[src/rtl/mutation.sv]
// mutation -- mutation stage of the GA pipeline, directly after crossover.
//
// Takes the two children crossover produces each enabled cycle. For each child
// independently it flips at most one randomly chosen bit, with probability
// rate/256. The mutated pair goes on to the fitness input mux. The random
// source is an internal 32-bit Galois LFSR. Latency is fixed at two enabled
// cycles.
//
// Handshake: in_valid qualifies child1_in/child2_in on every edge where
// enable=1. out_valid qualifies mut1_out/mut2_out/flip1/flip2. There is no
// ready or back-pressure. The upstream sequencer stalls the stage by holding
// enable low, and that freezes every register, including the outputs and
// the LFSR.
//
// Ports:
//   clk, reset            system clock; synchronous active-high reset
//   enable                advance pipeline and LFSR; low = full stall
//   in_valid              child pair valid this cycle
//   child1_in, child2_in  children from crossover (CHROM_W bits)
//   rate                  mutation probability * 256 (0 = never, >=256 = always)
//   seed                  LFSR seed, loaded while reset=1 (0 is replaced by 1)
//   out_valid             mutated pair valid
//   mut1_out, mut2_out    mutated children
//   flip1, flip2          a bit was flipped in the matching child
//   mut_count             saturating count of flips performed
//
// Configuration macro: MUT_STATS_EN. When it is defined, mut_count counts
// flips and saturates at 16'hFFFF. When it is undefined, mut_count is tied
// to 0.
module mutation #(
  parameter int CHROM_W = 32
) (
  input  logic               clk,
  input  logic               reset,
  input  logic               enable,
  input  logic               in_valid,
  input  logic [CHROM_W-1:0] child1_in,
  input  logic [CHROM_W-1:0] child2_in,
  input  logic [8:0]         rate,
  input  logic [31:0]        seed,
  output logic               out_valid,
  output logic [CHROM_W-1:0] mut1_out,
  output logic [CHROM_W-1:0] mut2_out,
  output logic               flip1,
  output logic               flip2,
  output logic [15:0]        mut_count
);

  localparam int          IW   = $clog2(CHROM_W);
  localparam logic [31:0] POLY = 32'h80200003;
  localparam logic [CHROM_W-1:0] ONE = {{(CHROM_W-1){1'b0}}, 1'b1};

  logic [31:0]        lfsr;
  logic [31:0]        lfsr_next;
  logic [7:0]         r1;
  logic [7:0]         r2;
  logic [IW-1:0]      i1;
  logic [IW-1:0]      i2;
  logic [CHROM_W-1:0] mask1_d;
  logic [CHROM_W-1:0] mask2_d;

  // Stage-1 registers
  logic               v1;
  logic [CHROM_W-1:0] c1;
  logic [CHROM_W-1:0] c2;
  logic [CHROM_W-1:0] mask1;
  logic [CHROM_W-1:0] mask2;

  // Galois right shift. The feedback mask contains bit 31, so a nonzero state
  // never shifts to zero. Reset replaces a zero seed, so the LFSR never
  // sticks at 0.
  always_comb begin
    lfsr_next = {1'b0, lfsr[31:1]} ^ (lfsr[0] ? POLY : 32'h0);
  end

  // Masks come from the current state, before this cycle's advance. The two
  // children use disjoint LFSR bytes for their decisions.
  always_comb begin
    r1      = lfsr[7:0];
    i1      = lfsr[8 +: IW];
    r2      = lfsr[23:16];
    i2      = lfsr[24 +: IW];
    mask1_d = '0;
    mask2_d = '0;
    if (in_valid && ({1'b0, r1} < rate)) mask1_d = ONE << i1;
    if (in_valid && ({1'b0, r2} < rate)) mask2_d = ONE << i2;
  end

  always_ff @(posedge clk) begin
    if (reset) begin
      lfsr      <= (seed == 32'h0) ? 32'h1 : seed;
      v1        <= 1'b0;
      c1        <= '0;
      c2        <= '0;
      mask1     <= '0;
      mask2     <= '0;
      out_valid <= 1'b0;
      mut1_out  <= '0;
      mut2_out  <= '0;
      flip1     <= 1'b0;
      flip2     <= 1'b0;
    end else if (enable) begin
      lfsr      <= lfsr_next;
      // Stage 1: data regs load even on bubbles; only v1 marks validity.
      v1        <= in_valid;
      c1        <= child1_in;
      c2        <= child2_in;
      mask1     <= mask1_d;
      mask2     <= mask2_d;
      // Stage 2
      out_valid <= v1;
      mut1_out  <= c1 ^ mask1;
      mut2_out  <= c2 ^ mask2;
      flip1     <= |mask1;
      flip2     <= |mask2;
    end
  end

`ifdef MUT_STATS_EN
  // Count from the stage-2 registers as they are presented. One extra sum bit
  // detects overflow, which then clamps the count at all-ones.
  logic [16:0] count_sum;

  always_comb begin
    count_sum = {1'b0, mut_count} + {16'h0, flip1} + {16'h0, flip2};
  end

  always_ff @(posedge clk) begin
    if (reset) begin
      mut_count <= 16'h0;
    end else if (enable && out_valid) begin
      mut_count <= count_sum[16] ? 16'hFFFF : count_sum[15:0];
    end
  end
`else
  assign mut_count = 16'h0;
`endif

endmodule
[config.mk]
export PLATFORM = sky130hd
export DESIGN_NAME = mutation
export DESIGN_NICKNAME = d
export VERILOG_FILES = /design/src/rtl/mutation.sv
export SDC_FILE = /design/constraint.sdc
export NUM_CORES = 1
export LEC_CHECK = 0
export ABC_CLOCK_PERIOD_IN_PS = 5800
export BUFFER_PORTS_ARGS = -buffer_cell sky130_fd_sc_hd__buf_2
export CAP_MARGIN = 0
export CORE_MARGIN = 1
export CORE_UTILIZATION = 59
export DETAILED_ROUTE_END_ITERATION = 8
export GPL_ROUTABILITY_DRIVEN = 0
export PLACE_DENSITY = 0.95
export SYNTH_ARGS = -nofsm -noshare
export SYNTH_HDL_FRONTEND = slang
export SYNTH_SLANG_ARGS = --single-unit
[constraint.sdc]
create_clock -name clk -period 5.8 [get_ports clk]
set_clock_uncertainty 0.2 [all_clocks]
set_input_delay 1.16 -clock clk [delete_from_list [all_inputs] [get_ports clk]]
set_output_delay 1.16 -clock clk [all_outputs]
set_load 0.01 [all_outputs]
After elaboration in Yosys (flattened, before gate mapping)
Cells that the tools add are included.
- register bits: 228
- word-level logic and storage cells: 30
- order comparisons: 2
- shift-type cells: 2
- mux-type cells: 6
- bitwise logic cells: 3
- reductions and logical operators: 6
- operator list (cell ; number):
    $mux W32 ; 6
    $reduce_or A32 Y1 ; 2
    $shl A1 B5 Y32 const A ; 2
    $xor A32 B32 Y32 ; 2
    $logic_not A32 Y1 ; 1
    $xor A31 B32 Y32 ; 1
    $lt A8 B9 Y1 ; 2
    $logic_and A1 B1 Y1 ; 2
    $reduce_bool A2 Y1 ; 1

Logic depth before layout (Yosys ltp)
Gate-level depths: netlist (run 1).
- word-level depth: 4
- gate-level depth with buffers: 8

Worst setup path after synthesis (run 1)
OpenSTA, ideal clock, no wires.
- kind: input to register
- start: in rate[6]
- end: reg mask1[10]
- data arrival time: 2.486 ns
- slack: 3.052 ns
- stages on the path: 8
- cells stage by stage: inv_1 > ha_1 > a21o_1 > a21oi_1 > o211ai_1 > nor3_4 > buf_2 > a32o_1
- longest elaborated chain between the ends: 3
- ends and longest elaborated chain (what ; RTL line ; text):
    from (decl) ; 39 ; input logic [8:0] rate,
    $lt A8 B9 Y1 ; 85 ; if (in_valid && ({1'b0, r1} < rate)) mask1_d = ONE << i1;
    $logic_and A1 B1 Y1 ; 85 ;
    $mux W32 ; 85 ;
    to (signal assigned) ; 108 ; mask1 <= mask1_d;
    to (decl) ; 66 ; logic [CHROM_W-1:0] mask1;
No other way between the ends.
A chain may end at the register's enable or synchronous reset.

Final worst setup path (run 1)
- start: in rate[6]
- end: reg mask1[13]
Same word-level chain as after synthesis.

==> results of run 1 <==
[report_power, final]
group | switching [mW] | total (mW) | leakage [nW] | internal [mW]
clock network | 0.588 | 1.37 | 0.349 | 0.783
registers | 0.0662 | 1.76 | 1.93 | 1.69
logic | 0.213 | 0.375 | 2.21 | 0.163
total | 0.867 | 3.51 | 4.49 | 2.64
[final cells by class]
| type | count | area share |
|---|---|---|
| diodes | 2 | 0.000458 |
| clock buffers | 31 | 0.0592 |
| clock inverters | 8 | 0.00458 |
| inverters | 13 | 0.00447 |
| multi-input cells | 597 | 0.376 |
| flip-flops and latches | 228 | 0.447 |
| well taps | 211 | 0.0242 |
| repair buffers | 179 | 0.0841 |
[worst paths after layout]
kind            start   endpoint  slack, ns  depth (start not counted)
max           rate[6]  mask1[13]       2.68                          8
max reg2reg  lfsr[22]  mask2[23]       3.07                          6
min reg2reg  mask2[3]   mask2[3]       0.28                          2
min          mask2[3]   mask2[3]       0.28                          2
[cell usage after synthesis, drive strengths merged (2+ instances only)]
master,number,area (sq um)
a32oi,6,52.6
clkbuf,30,113
nand3,3,15.0
edfxtp,32,961
a32o,34,340
nor2b,2,12.5
nand2,38,148
nor3,11,66.3
o21ai,20,100
inv,12,45.1
xnor2,66,578
or3,2,12.5
a21oi,7,35.0
nand4,7,43.8
a22oi,4,30.0
nor4,23,144
ha,14,175
mux2i,66,661
and3,2,12.5
and3b,3,26.3
mux2,26,293
nand2b,4,25.0
nand4b,2,17.5
nor3b,6,50.1
buf,42,264
o211ai,2,15.0
nor2,157,589
dfxtp,196,3920
a211oi,66,500
[stage by stage]
step | std cells | power (mW) | area [sq um]
CTS | 1267 | 3.52 | 10900
finish | 1269 | 3.51 | 10900
floorplan | 910 | 2.03 | 9410
global placement | 1228 | 2.14 | 10200
global route | 1268 | 3.63 | 10900
detailed placement | 1228 | 2.16 | 10200
[critical path, cell delays in order]
cell and delay (ns):
sky130_fd_sc_hd__buf_2 0.09, sky130_fd_sc_hd__inv_1 0.06, sky130_fd_sc_hd__ha_1 0.31, sky130_fd_sc_hd__a21o_1 0.16, sky130_fd_sc_hd__a21oi_1 0.13, sky130_fd_sc_hd__o211ai_1 0.13
sky130_fd_sc_hd__nor3_4 0.97, sky130_fd_sc_hd__a32o_1 0.32
[flip-flops by register name (all words and copies together) (netlist names)]
signal     count
flip1          1
flip2          1
c2            32
mask2         32
lfsr          32
mask1         32
v1             1
mut2_out      32
out_valid      1
mut1_out      32
c1            32
[logic make-up after synthesis]
group / count (synthesis)
DFF: 228
xor gates and xnor gates: 67
buffers and inverters: 85
muxes: 92
other: 1
AOI/OAI and AO/OA: 146
and+or+nand+nor: 262
adders and majority gates: 14
[routing by layer]
metal / GRT usage / vias up
li1: - / 3480
met1: 0.351 / 3450
met2: 0.434 / 339
met3: 0.0480 / 56
met4: 0.0824 / 2
met5: 0 / -
==> metrics.txt, run 1 <==
Initial Util 0.611; die area 16400 sq um; worst setup path class input port to register; number of synthesized flops with an enable pin 32; Compound-Gate Fraction of Synth Area 0.123; Final Hold Fails 0; commonest cells after routing, fill and taps aside sky130_fd_sc_hd__dfxtp_1 (196), sky130_fd_sc_hd__buf_2 (173), sky130_fd_sc_hd__nor2_1 (156), sky130_fd_sc_hd__xnor2_1 (66), sky130_fd_sc_hd__mux2i_1 (66); Finish-stage setup viols 0; count of filler cells inserted in the layout 1043; measured slew at the worst slew-check pin 1.14 ns; clock tree buffer depth 3; number of DRC markers after the initial detailed-route iteration 705; remaining global-route overflow 0; highest layer used for signal routing met5; register bit total from synthesis 228; combined area of the multi-input logic cells 4110 sq um; simple logic cell fraction of the synthesized area 0.126; most common library cell in the layout ignoring fill and taps sky130_fd_sc_hd__dfxtp_1; num rows 45; wire length of the first global-routing pass 34300 microns; Clock Tree Root sky130_fd_sc_hd__clkbuf_16; clock transition at the registers of the reported paths 0.06 ns; average footprint of a synthesized cell 10.4 sq um; Finished Core Util 0.713; post-synthesis adder-cell area fraction 0.0187; estimated wirelength of the detail-placed design 14900 microns; final worst hold slack 0.279 ns; share of the synthesized netlist area taken by xor and xnor gates 0.0627; RSZ-0062 raised after global routing no; Worst Setup End Kind register; initial antenna violation count 2; maximum capacitance violations 0; final routed wire length divided by cell count about 17 microns; via count roughly 7.3k; yosys warns 0; Vert. Die Dim 128 microns; total routed wire length on the met1 layer 9480 microns; aggregate negative setup slack 0 ns; PwrDens 321 nW/um^2; dominant combinational cell family by area after synthesis simple AND/OR/NAND/NOR gates; number of buffers inserted by post-CTS setup repair 0; clock network latency to the later pin of the worst-skew pair 0.50 ns; die width 128 microns; NumNets Final between 1k and 1.5k; clock period minus final worst setup slack 3.12 ns; Sink Count 228; H-tree depth 1; remaining number of nets flagged by the antenna check after routing 0; count of mapped cells out of synthesis 895; Inserted Clock Buffers 23; number of placed I/O pins 192; count of cell types in the netlist 49; CTS tree built; element type at the critical path start input port; global router's overall resource usage 0.263; detailed-routed wire length on met2 10100 microns; Seq/Total Area, Yosys 0.522; fraction of layout instances using a drive strength above 1 0.229; final worst path period share 0.538; status completed; netlist area before placement 9350 sq um; mux contribution to synthesized area 0.102; Worst VDD drop between 0.2 and 0.25 mV; met3 routed WL 1690 microns; leakage power figure roughly 4.5 nW; worst slack at placement 2.25 ns; top achievable clock speed 321 MHz; sequential cell area 4880 sq um; fin. max-slew vios 0; number of resized instances in the post-cts repair step 0; leading register cell type out of synthesis sky130_fd_sc_hd__dfxtp_1; number of hold buffers added after cts 0; number of input and output port buffers inserted 175; Area growth syn-to-layout 16.8%; maximum number of pins on one net before global-route repair 119; Hold Path Class register to register; total length of routed wires 21800 microns; core outline area 15300 sq um; worst endpoint required time 6.03 ns; total DRC errors in the routed layout 0; setup ws final 2.68 ns; headroom to the max-slew limit 0.236; number of iterations in the first detailed-routing pass 7; vias in the first global route 6862; routed via count divided by cell count 5.77; Async S/R FF share, synth 0; Data arrival, critical path 3.35 ns; crit-path max FO 32
(Power assumes the default switching activity.)
==> run 2, diff against run 1 <==
Settings changed: ABC_AREA from default to 1, ABC_CLOCK_PERIOD_IN_PS 5800 to 2700, CORE_UTILIZATION 59 to 50, PLACE_DENSITY 0.95 to 0.86.
Clock period 5.8 ns to 2.7 ns, I/O delays scaled along.
==> run 2 against run 1 <==
Effect of this change: non-clock buffer count up 10; clock-buffer cell count is 6 higher; cell count up 27%; synthesized cell count increased by 33%; critical path type is now register to register; routed wire length increased by 7.6%; worst setup slack got worse by 1.9 ns; sequential power rose by 110%; hold slack got worse by 0.26 ns; utilization is 12 points lower; design area is 5.4% higher.
==> metrics.txt, run 2 <==
element type at the critical path start register (was input port); number of DRC markers after the initial detailed-route iteration 680 (was 705); core outline area 19500 sq um (was 15300 sq um); number of buffers inserted by post-CTS setup repair 0 (unchanged); CP delay by family, top flip-flops (was simple AND/OR/NAND/NOR gates); remaining number of nets flagged by the antenna check after routing 0 (unchanged); Worst VDD drop 0.453 mV (was 0.240 mV); clock transition at the registers of the reported paths 0.06 ns (about the same); count of mapped cells out of synthesis 1189 (was 895); average footprint of a synthesized cell 8.33 sq um (was 10.4 sq um); via count 8523 (was 7327); headroom to the max-slew limit 0.253 (was 0.236); Worst Setup End Kind register (unchanged); netlist area before placement 9900 sq um (was 9350 sq um); aggregate negative setup slack 0 ns (unchanged); count of cell types in the netlist 27 (was 49); H-tree depth 1 (unchanged); startpoint of the most critical register-to-register path lfsr[4] (was lfsr[22]); maximum number of pins on one net before global-route repair 164 (was 119); num rows 51 (was 45); total DRC errors in the routed layout 0 (unchanged); hold path startpoint child2_in[21] (was mask2[3]); clock period minus final worst setup slack roughly 1.9 ns; PwrDens 656 nW/um^2 (was 321 nW/um^2); Inserted Clock Buffers 24 (was 23); critical path startpoint lfsr[4] (was rate[6]); Initial Util 0.509 (was 0.611); number of synthesized flops with an enable pin 32 (unchanged); clock tree buffer depth 3 (unchanged); most numerous cell in the Yosys netlist sky130_fd_sc_hd__nand2_1 (was sky130_fd_sc_hd__dfxtp_1); global router's overall resource usage 0.229 (was 0.263); crit-path max FO 32 (unchanged); NumNets Final 1452 (was 1165); leading register cell type out of synthesis sky130_fd_sc_hd__dfxtp_1 (unchanged); maximum capacitance violations 0 (unchanged); clock network latency to the later pin of the worst-skew pair 0.51 ns (was 0.50 ns); cell types with the largest area share after synthesis sky130_fd_sc_hd__dfxtp_1 (40%), sky130_fd_sc_hd__nand2_1 (13%), sky130_fd_sc_hd__edfxtp_1 (9.7%) (was sky130_fd_sc_hd__dfxtp_1 (42%), sky130_fd_sc_hd__edfxtp_1 (10%), sky130_fd_sc_hd__mux2i_1 (7.1%)); fraction of layout instances using a drive strength above 1 0.201 (was 0.229); remaining global-route overflow 0 (unchanged); die area 20400 sq um (was 16400 sq um); number of placed I/O pins 192 (unchanged); estimated wirelength of the detail-placed design 16200 microns (was 14900 microns); fin. max-slew vios 0 (unchanged); Max stage delay cell, worst path sky130_fd_sc_hd__edfxtp_1 (was sky130_fd_sc_hd__nor3_4); Hold Path Class input port to register (was register to register); total length of routed wires 23500 microns (was 21800 microns); count of filler cells inserted in the layout 1706 (was 1043); number of hold buffers added after cts 0 (unchanged); yosys warns 0 (unchanged); critical path's most frequent cell sky130_fd_sc_hd__nand2_1; final routed wire length divided by cell count 14.5 microns (was 17.2 microns); Async S/R FF share, synth 0 (unchanged); largest incremental delay on the critical path 0.43 ns (was 0.97 ns); final worst path period share 0.701; Final Hold Fails 0 (unchanged); number of iterations in the first detailed-routing pass 5 (was 7); status completed (unchanged); register bit total from synthesis 228 (unchanged); Seq/Total Area, Yosys 0.493 (was 0.522); Clock Tree Root sky130_fd_sc_hd__clkbuf_16 (unchanged); Vert. Die Dim 143 microns (was 128 microns); top achievable clock speed roughly 530 MHz; area leader, netlist sky130_fd_sc_hd__dfxtp_1 (unchanged); measured slew at the worst slew-check pin 1.12 ns (was 1.14 ns); commonest cells after routing, fill and taps aside sky130_fd_sc_hd__nand2_1 (339), sky130_fd_sc_hd__dfxtp_1 (196), sky130_fd_sc_hd__buf_2 (175), sky130_fd_sc_hd__nor2_1 (123), sky130_fd_sc_hd__nand4_1 (98) (was sky130_fd_sc_hd__dfxtp_1 (196), sky130_fd_sc_hd__buf_2 (173), sky130_fd_sc_hd__nor2_1 (156), sky130_fd_sc_hd__xnor2_1 (66), sky130_fd_sc_hd__mux2i_1 (66)); routed via count divided by cell count 5.28 (was 5.77); sum of buffers and inverters on the critical path 1 (was 2); initial antenna violation count 2 (unchanged); leakage power figure 5.27 nW (was 4.49 nW); vias in the first global route 7828 (was 6862); Finish-stage setup viols 0 (unchanged); final total power 7.55 mW (was 3.51 mW); die width 143 microns (was 128 microns); worst endpoint required time 2.96 ns (was 6.03 ns); CTS tree built (unchanged); wire length of the first global-routing pass 37500 microns (was 34300 microns); number of resized instances in the post-cts repair step 0 (unchanged); most common library cell in the layout ignoring fill and taps sky130_fd_sc_hd__nand2_1 (was sky130_fd_sc_hd__dfxtp_1); share of the synthesized area in the top cell type 0.396 (was 0.420); Area growth syn-to-layout 16.3% (was 16.8%); Sink Count 228 (unchanged); ranking of synthesized cells by instance count sky130_fd_sc_hd__nand2_1 (339), sky130_fd_sc_hd__dfxtp_1 (196), sky130_fd_sc_hd__nor2_1 (125) (was sky130_fd_sc_hd__dfxtp_1 (196), sky130_fd_sc_hd__nor2_1 (157), sky130_fd_sc_hd__mux2i_1 (66), sky130_fd_sc_hd__xnor2_1 (66), sky130_fd_sc_hd__a211oi_1 (65)); worst setup path class register to register (was input port to register); number of input and output port buffers inserted 175 (unchanged); RSZ-0062 raised after global routing no (unchanged); Data arrival, critical path 2.15 ns (was 3.35 ns); ordered cell list for the critical path ha_1 > a21oi_1 > nand2_1 > nand2_1 > buf_4 > nand4_1 > nand2_1 (was buf_2 > inv_1 > ha_1 > a21o_1 > a21oi_1 > o211ai_1 > nor3_4 > a32o_1)
==> run 2: changes by cell type after synthesis, sizes merged, moves of 23 or more <==
cell / before / now
a211oi: 66 / 0
a22o: 1 / 43
buf: 42 / 81
inv: 12 / 60
mux2: 26 / 0
mux2i: 66 / 0
nand2: 38 / 343
nand4: 7 / 98
nor2: 157 / 126
nor4: 23 / 0
o21ai: 20 / 50
or2: 0 / 34
xnor2: 66 / 12
==> run 2: power by group <==
group          total (mW)  leakage, nW  switching, mW  internal, mW
logic               0.704         2.97          0.428         0.276
registers            3.73         1.93          0.116          3.61
clock network        3.12        0.369           1.31          1.81
total                7.55         5.27           1.85          5.70
==> run 2: per-layer routing <==
metal,global-route usage,share of wire
met3,0.0352,0.062
met1,0.300,0.44
met5,0,0
met4,0.0656,0.017
met2,0.389,0.48
==> run 2: area by class of cell <==
class	count	area, sq um	share of cell area
antenna	3	7.51	0.000652
clock buffer	37	711	0.0617
clock inverter	6	43.8	0.00380
inverter	68	258	0.0224
multi-input combinational	818	4280	0.371
sequential	228	4880	0.424
tap	265	332	0.0288
timing repair buffer	189	1010	0.0873
==> run 2: worst paths after layout <==
kind	endpoint	slack [ns]	cells after the start
min	c2[21]	0.02	3
max	mask1[27]	0.81	7
min reg2reg	mut1_out[6]	0.26	1
max reg2reg	mask1[27]	0.81	7
==> run 2: kinds of logic after synthesis <==
kind of cell / Yosys count / synth area share
XOR/XNOR: 12 / 0.0106
buffers and inverters: 158 / 0.0817
adder cells (fa/ha/maj): 14 / 0.0177
AO/OA/AOI/OAI: 161 / 0.124
AND/OR/NAND/NOR: 615 / 0.272
flip-flops: 228 / 0.493
other: 1 / 0.000379
==> run 2: through the flow <==
stage	std cells	hold slack [ns]	area [sq um]	worst slack, ns	utilization
3_3_place_gp	1568	0.241	10800	0.513	0.553
2_1_floorplan	1204	0.235	9960	0.703	-
3_5_place_dp	1568	0.249	10800	0.493	0.553
6_report	1614	0.0186	11500	0.808	0.592
4_1_cts	1611	0.0131	11500	0.828	0.591
5_1_grt	1613	0.0157	11500	0.658	0.592
==> run 2: worst reg2reg max path: stages (launching register included) <==
cell and delay [ns]:
sky130_fd_sc_hd__edfxtp_1 0.43, sky130_fd_sc_hd__ha_1 0.34, sky130_fd_sc_hd__a21oi_1 0.15, sky130_fd_sc_hd__nand2_1 0.06, sky130_fd_sc_hd__nand2_1 0.07, sky130_fd_sc_hd__buf_4 0.29
sky130_fd_sc_hd__nand4_1 0.19, sky130_fd_sc_hd__nand2_1 0.10
==> run 3, diff against run 2 <==
Settings changed: ABC_CLOCK_PERIOD_IN_PS 2700 to 1900, CORE_UTILIZATION 50 to 55, PLACE_DENSITY 0.86 to 0.89.
Clock period 2.7 ns to 1.9 ns, I/O delays scaled along.
==> run 3 against run 2 <==
Effect of this change: clock power is 44% higher; clock-buffer cell count stayed put; maximum frequency is 4.9% higher; critical path type unchanged; global-route usage is 5.9 points higher; cell count is 3.7% higher; non-clock buffer count is 102 higher; routed wire length is 16% higher; sequential share of layout area is 3.7 points lower; sequential cell count stayed put; die area is 9.0% lower.
==> metrics.txt, run 3 (synthesized netlist as in run 2, its figures left out) <==
wire length of the first global-routing pass 42600 microns (was 37500 microns); number of input and output port buffers inserted 175 (unchanged); clock network latency to the later pin of the worst-skew pair 0.51 ns (about the same); Final Hold Fails 0 (unchanged); RSZ-0062 raised after global routing no (unchanged); Sink Count 228 (unchanged); initial antenna violation count 0 (was 2); remaining number of nets flagged by the antenna check after routing 0 (unchanged); count of filler cells inserted in the layout 1239 (was 1706); aggregate negative setup slack 0 ns (unchanged); Inserted Clock Buffers 24 (unchanged); estimated wirelength of the detail-placed design 16600 microns (was 16200 microns); Initial Util 0.569 (was 0.509); commonest cells after routing, fill and taps aside sky130_fd_sc_hd__nand2_1 (338), sky130_fd_sc_hd__dfxtp_1 (196), sky130_fd_sc_hd__buf_2 (175), sky130_fd_sc_hd__nor2_1 (122), sky130_fd_sc_hd__nand4_1 (98) (was sky130_fd_sc_hd__nand2_1 (339), sky130_fd_sc_hd__dfxtp_1 (196), sky130_fd_sc_hd__buf_2 (175), sky130_fd_sc_hd__nor2_1 (123), sky130_fd_sc_hd__nand4_1 (98)); element type at the critical path start register (unchanged); total length of routed wires 27100 microns (was 23500 microns); number of DRC markers after the initial detailed-route iteration 882 (was 680); remaining global-route overflow 0 (unchanged); crit-path max FO 32 (unchanged); Data arrival, critical path 2.00 ns (was 2.15 ns); Area growth syn-to-layout 27.4% (was 16.3%); number of placed I/O pins 192 (unchanged); status completed (unchanged); global router's overall resource usage 0.287 (was 0.229); fraction of layout instances using a drive strength above 1 0.193 (was 0.201); final routed wire length divided by cell count 16.2 microns (was 14.5 microns); Hold Path Class input port to register (unchanged); most common library cell in the layout ignoring fill and taps sky130_fd_sc_hd__nand2_1 (unchanged); CTS tree built (unchanged); setup ws final 0.0960 ns (was 0.808 ns); headroom to the max-slew limit 0.633 (was 0.253); maximum capacitance violations 0 (unchanged); leakage power figure 5.77 nW (was 5.27 nW); via count 9366 (was 8523); total DRC errors in the routed layout 0 (unchanged); fin. max-slew vios 0 (unchanged); worst endpoint required time 2.10 ns (was 2.96 ns); worst slack at placement 0.0399 ns (was 0.493 ns); Vert. Die Dim 136 microns (was 143 microns); measured slew at the worst slew-check pin 0.551 ns (was 1.12 ns); die width 136 microns (was 143 microns); num rows 48 (was 51); maximum number of pins on one net before global-route repair 71 (was 164); die area 18500 sq um (was 20400 sq um); Worst VDD drop 0.720 mV (was 0.453 mV); worst setup path class register to register (unchanged); Clock Tree Root sky130_fd_sc_hd__clkbuf_16 (unchanged); H-tree depth 1 (unchanged); vias in the first global route 8913 (was 7828); Finish-stage setup viols 0 (unchanged); clock period minus final worst setup slack 1.80 ns (was 1.89 ns); number of buffers inserted by post-CTS setup repair 0 (unchanged); clock tree buffer depth 3 (unchanged); core outline area 17400 sq um (was 19500 sq um); final worst path period share 0.949 (was 0.701); final worst hold slack 0.00987 ns (was 0.0186 ns); PwrDens 874 nW/um^2 (was 656 nW/um^2); clock transition at the registers of the reported paths 0.06 ns (about the same); NumNets Final 1554 (was 1452); routed via count divided by cell count 5.60 (was 5.28); top achievable clock speed 554 MHz (was 528 MHz); Worst Setup End Kind register (unchanged); number of iterations in the first detailed-routing pass 7 (was 5)
## run 3: cell types whose count changed in the layout (fill, tap and decap cells not counted), sizes merged
cell,before,now
buf,189,195
clkbuf,37,38
diode,3,1
clkinvlp,1,0
dlygate4sd3,0,95
## run 3: critical path, stage by stage (launching register included)
cell,delay (ns)
sky130_fd_sc_hd__edfxtp_1,0.40
sky130_fd_sc_hd__ha_1,0.33
sky130_fd_sc_hd__nand2_1,0.06
sky130_fd_sc_hd__nor2_1,0.16
sky130_fd_sc_hd__nand3_1,0.16
sky130_fd_sc_hd__buf_12,0.20
sky130_fd_sc_hd__nand4_1,0.11
sky130_fd_sc_hd__nand2_1,0.06
## run 3: worst paths after layout
check,from,end,slack (ns),cells after the start
setup reg to reg,lfsr[20],mask2[15],0.1,7
setup / recovery,lfsr[20],mask2[15],0.1,7
hold reg to reg,mut1_out[18],mut1_out[18],0.26,1
hold / removal,seed[7],lfsr[7],0.01,3
## run 3: through the flow
step / std cells / util / power, mW / instance area (sq um)
floorplan: 1204 / - / 6.08 / 9960
CTS: 1670 / 0.722 / 11.0 / 12600
global placement: 1534 / 0.624 / 6.39 / 10900
finish: 1673 / 0.724 / 11.0 / 12600
detailed placement: 1534 / 0.624 / 6.43 / 10900
global route: 1672 / 0.724 / 11.4 / 12600
## run 3: power by group
group | total, mW | switching, mW | internal, mW
registers | 5.30 | 0.170 | 5.13
clock network | 4.49 | 1.88 | 2.61
logic | 1.24 | 0.678 | 0.558
## run 3: what timing repair did
item	CTS	global route
gates resized for setup	0	3
endpoints found under the setup margin	0	1
hold endpoints to repair	94	1
hold buffers	94	1
## run 3: layout make-up
cell class / count / area (sq um) / area share
flip-flops and latches: 228 / 4880 / 0.387
clock inverters: 5 / 28.8 / 0.00228
repair buffers: 291 / 2150 / 0.171
multi-input cells: 818 / 4290 / 0.340
inverters: 68 / 258 / 0.0204
well taps: 225 / 282 / 0.0223
clock buffers: 37 / 722 / 0.0572
diodes: 1 / 2.50 / 0.000198
## run 3: per-layer routing
layer,track usage,up-vias,part of all wire
met5,0,-,0
met4,0.121,0,0.037
met3,0.0466,91,0.066
met2,0.502,384,0.49
met1,0.348,4388,0.41
li1,-,4503,-
